### src/rtl/uart_rx_stage.sv
// 8N1 UART receiver with 16x oversampling, a two-flop input synchronizer and a
// single-entry holding register that reports overrun and framing errors.
module uart_rx_stage #(
  parameter logic [3:0] SAMPLE = 4'd7
) (
  input  logic       C,
  input  logic       R,
  input  logic       EN_16X,
  input  logic       SERIAL_IN,
  input  logic       READ,
  output logic [7:0] DOUT,
  output logic       DATA_PRESENT,
  output logic       FRAME_ERR,
  output logic       OVERRUN
);

  typedef enum logic [2:0] {
    IDLE  = 3'd0,
    START = 3'd1,
    DATA  = 3'd2,
    STOP  = 3'd3,
    BREAK = 3'd4
  } state_t;

  state_t     state_reg;
  logic [1:0] sync_reg;
  logic       rxs;
  logic [3:0] tick_reg;
  logic [3:0] tick_next;
  logic [2:0] bit_reg;
  logic [7:0] shift_reg;
  logic [7:0] dout_reg;
  logic       dp_reg;
  logic       ferr_reg;
  logic       ovr_reg;
  logic       sample_hit;
  logic       commit;
  logic       bad_stop;

  assign rxs        = sync_reg[1];
  assign tick_next  = tick_reg + 4'd1;
  assign sample_hit = EN_16X && (tick_next == SAMPLE);
  assign commit     = sample_hit && (state_reg == STOP) && rxs;
  assign bad_stop   = sample_hit && (state_reg == STOP) && !rxs;

  // tick_reg is the tick position inside the current bit cell, with the
  // start-detect tick as position 0; each later sample lands exactly one
  // cell (16 ticks) after the previous one.
  always_ff @(posedge C) begin
    if (R) begin
      state_reg <= IDLE;
      sync_reg  <= 2'b11;
      tick_reg  <= 4'd0;
      bit_reg   <= 3'd0;
      shift_reg <= 8'h00;
      dout_reg  <= 8'h00;
      dp_reg    <= 1'b0;
      ferr_reg  <= 1'b0;
      ovr_reg   <= 1'b0;
    end else begin
      sync_reg <= {sync_reg[0], SERIAL_IN};
      ferr_reg <= bad_stop;

      if (EN_16X) begin
        case (state_reg)
          IDLE: begin
            if (!rxs) begin
              state_reg <= START;
              tick_reg  <= 4'd0;
            end
          end
          START: begin
            tick_reg <= tick_next;
            if (tick_next == SAMPLE) begin
              if (!rxs) begin
                state_reg <= DATA;
                bit_reg   <= 3'd0;
              end else begin
                state_reg <= IDLE;
              end
            end
          end
          DATA: begin
            tick_reg <= tick_next;
            if (tick_next == SAMPLE) begin
              shift_reg <= {rxs, shift_reg[7:1]};
              if (bit_reg == 3'd7) begin
                state_reg <= STOP;
              end else begin
                bit_reg <= bit_reg + 3'd1;
              end
            end
          end
          STOP: begin
            tick_reg <= tick_next;
            if (tick_next == SAMPLE) begin
              state_reg <= rxs ? IDLE : BREAK;
            end
          end
          BREAK: begin
            if (rxs) begin
              state_reg <= IDLE;
            end
          end
          default: state_reg <= IDLE;
        endcase
      end

      // A commit racing a READ keeps the byte present and leaves OVERRUN alone.
      if (commit) begin
        dout_reg <= shift_reg;
        dp_reg   <= 1'b1;
        if (dp_reg && !READ) begin
          ovr_reg <= 1'b1;
        end
      end else if (READ && dp_reg) begin
        dp_reg  <= 1'b0;
        ovr_reg <= 1'b0;
      end
    end
  end

  assign DOUT         = dout_reg;
  assign DATA_PRESENT = dp_reg;
  assign FRAME_ERR    = ferr_reg;
  assign OVERRUN      = ovr_reg;

endmodule

### config.mk
export PLATFORM = sky130hd
export DESIGN_NAME = uart_rx_stage
export DESIGN_NICKNAME = d
export VERILOG_FILES = /design/src/rtl/uart_rx_stage.sv
export SDC_FILE = /design/constraint.sdc
export NUM_CORES = 1
export LEC_CHECK = 0
export ABC_AREA = 1
export BUFFER_PORTS_ARGS = -buffer_cell sky130_fd_sc_hd__buf_4
export CAP_MARGIN = 20
export CELL_PAD_IN_SITES_DETAIL_PLACEMENT = 1
export CELL_PAD_IN_SITES_GLOBAL_PLACEMENT = 1
export CORE_ASPECT_RATIO = 0.75
export CORE_MARGIN = 1.5
export CORE_UTILIZATION = 45
export DETAILED_ROUTE_END_ITERATION = 10
export PLACE_DENSITY = 0.81
export SLEW_MARGIN = 20
export SYNTH_ARGS = -nofsm -noshare
export SYNTH_HDL_FRONTEND = slang
export SYNTH_SLANG_ARGS = --single-unit
### constraint.sdc
create_clock -name C -period 4.5 [get_ports C]
set_input_delay 1.125 -clock C [delete_from_list [all_inputs] [get_ports C]]
set_output_delay 1.125 -clock C [all_outputs]
set_load 0.005 [all_outputs]
==> reports/qor.txt <==
Area post-placement - 1710 um2
Fillers - 427
Largest family of logic cells by synthesized area - simple AND/OR/NAND/NOR gates
Vias in the first global route - 1248
Complex-gate fraction of the synthesized area - 5.08%
Drt pass-1 iters - 3
Mapped Cells - 215
# IOs - 16
Global-route wire length before repair - 5.70 mm
Post-synth EDFFs - 0
Die W - 71.3 um
Hold_buf cts - 0
IR drop worst, VDD - 0.000246 V
Final worst path period share - 43.5%
Final setup violation count - 0
Worst clock skew - 0.00318 ns
Post-Synth Adder-Cell Area - 3.17%
Vias per inst - 4.91
Pin slew with the least headroom to its limit - 0.703 ns
Commonest cells after routing, fill and taps aside - nor2_1 (46), nand2_1 (43), dfxtp_1 (31)
Worst path cell trace - buf_4 > inv_1 > o21ai_0 > a31oi_1
Synth area leaders - dfxtp_1 (39%), nor2_1 (11%), nand2_1 (10%)
TritonCTS Buffers - 5
IO Port Bufs - 15
Number of core rows - 18
Total of max-cap violations - 0
Slowest cell on crit path - inv_1
Static Leakage - 0.826 nW
Area occupied by registers - 621 um2
Multiplexer area fraction after synthesis - 0%
Total Neg Setup Slack - 0 ns
Simple-Gate Fraction of Synth Area - 44.2%
Placed Instances - 266
Final Hold Fails - 0
CP arrival - 2.17 ns
Slowest stage delay, CP - 0.52 ns
Initial Util - 47.6%
Unrepaired setup endpoints after global routing - false
Routed len/inst - 12.6 um
Gr usage total - 19.8%
Final Cell Area - 1800 um2
Rel. slew slack - 53.1%
CTS tree - done
Area leader, netlist - dfxtp_1
Antenna violations before repair - 0
# diodes - 0
Peak fanout along the critical path - 23
Worst-path clk slew - 0.06 ns
Ys flop type - dfxtp_1
Top cell type's share of synthesized area - 39.4%
Synth-to-layout area growth - 14.3%
Most common cell after layout, fill and taps aside - nor2_1
Via count - 1341
CTS root buf - clkbuf_8
Final std cells w/o fill - 273
Asr flop ratio synth - 0%
Die H - 54.3 um
Max clock buf depth - 2
Fin crit period - 1.96 ns
Max Freq - 511 MHz
Core Util, Final - 54.4%
Number of H-tree levels - 2
Post-CTS Resized - 0
Syn. warnings - 0
Count of cell types in the netlist - 30
FF+latch count, synth - 31
Register area share after synthesis - 39.4%
HP Class - reg -> reg
Post-Syn Area - 1580 um2
CP Class - in -> reg
Largest net degree at the start of global routing - 24
Initial drt markers - 32
Syn_area_per_cell - 7.33 um2
Post-CTS Setup Bufs - 0
Routed wire length - 3.44 mm
Grt total ovfl - 0
Die area - 3870 um2
WP data required - 4.71 ns
Multi-input logic area - 827 um2
Share of cells above drive strength 1 - 21.0%
DP HPWL - 2.66 mm
Slew Limit Fails - 0
CP Capture Type - flip-flop
Worst skew pair latency - 0.28 ns
Fin nets - 242
GPL Wtd Cong - 0.756
DRC violations left - 0
Pwr Density - 444 nW/um2
Outcome - finished clean
Post-synthesis xor/xnor area fraction - 0%
Core Region - 3310 um2
Syn_nets - 224
Clk sink count - 31
Critical Path Start Type - input port
DRT antenna net count - 0
through the flow:
step                      hold slack (ns)  worst slack (ns)  power [mW]
final                               0.445              2.54       0.799
after global routing                0.452              2.41       0.859
after CTS                           0.441              2.54       0.805
after detailed placement            0.413              2.24       0.585
after global placement              0.414              2.29       0.573
after floorplan                     0.389              2.63       0.532
synth_stat cells (2+ instances only):
| master | number |
|---|---|
| nand2_4 | 2 |
| a21oi_1 | 6 |
| a21oi_2 | 2 |
| nand2_1 | 43 |
| nand3_4 | 2 |
| nor2_8 | 4 |
| nand3_1 | 22 |
| inv_1 | 22 |
| ha_1 | 4 |
| a31oi_1 | 2 |
| buf_2 | 2 |
| nor2_1 | 46 |
| or2_2 | 2 |
| dfxtp_1 | 31 |
| inv_2 | 4 |
| nand2_2 | 4 |
| nor2_2 | 4 |
cells by family after synthesis:
| logic type | Yosys count |
|---|---|
| AND/OR/NAND/NOR | 136 |
| AO/OA/AOI/OAI | 13 |
| flip-flops | 31 |
| adder cells (fa/ha/maj) | 4 |
| buffers and inverters | 31 |
worst max-delay path: cells and delay by family:
| kind | cells | cell delay [ns] |
|---|---|---|
| buf+inv | 2 | 0.67 |
| compound gates | 2 | 0.37 |
final timing paths:
check | from | to | slack [ns] | depth (start not counted)
max | R | tick_reg[0]$_SDFFE_PP0P_ | 2.54 | 4
min | sync_reg[0]$_SDFF_PP1_ | sync_reg[1]$_SDFF_PP1_ | 0.44 | 1
max reg2reg | tick_reg[0]$_SDFFE_PP0P_ | DOUT[2]$_SDFFE_PP0P_ | 2.88 | 10
min reg2reg | sync_reg[0]$_SDFF_PP1_ | sync_reg[1]$_SDFF_PP1_ | 0.44 | 1
metal layers:
| metal | global-route usage (%) | wire length [um] | up-vias |
|---|---|---|---|
| met1 | 25.9 | 1760 | 612 |
| met5 | 0 | 0 | - |
| met4 | 7.23 | 34 | 0 |
| met2 | 30.6 | 1490 | 18 |
| li1 | - | - | 704 |
| met3 | 7.00 | 152 | 7 |
final cells by class:
class	count	share of cell area [%]
well taps	40	2.78
flip-flops and latches	31	34.4
clock buffers	6	4.58
inverters	27	5.76
repair buffers	15	6.25
clock inverters	1	0.278
multi-input cells	153	45.9
report_power, final:
group / switching (mW) / total (mW) / leakage, nW / internal [mW]
combinational: 0.161 / 0.236 / 0.528 / 0.0751
clock: 0.102 / 0.222 / 0.0470 / 0.120
sequential: 0.0414 / 0.342 / 0.251 / 0.300
total: 0.304 / 0.799 / 0.826 / 0.495
Power figures use the tool's default switching activity.
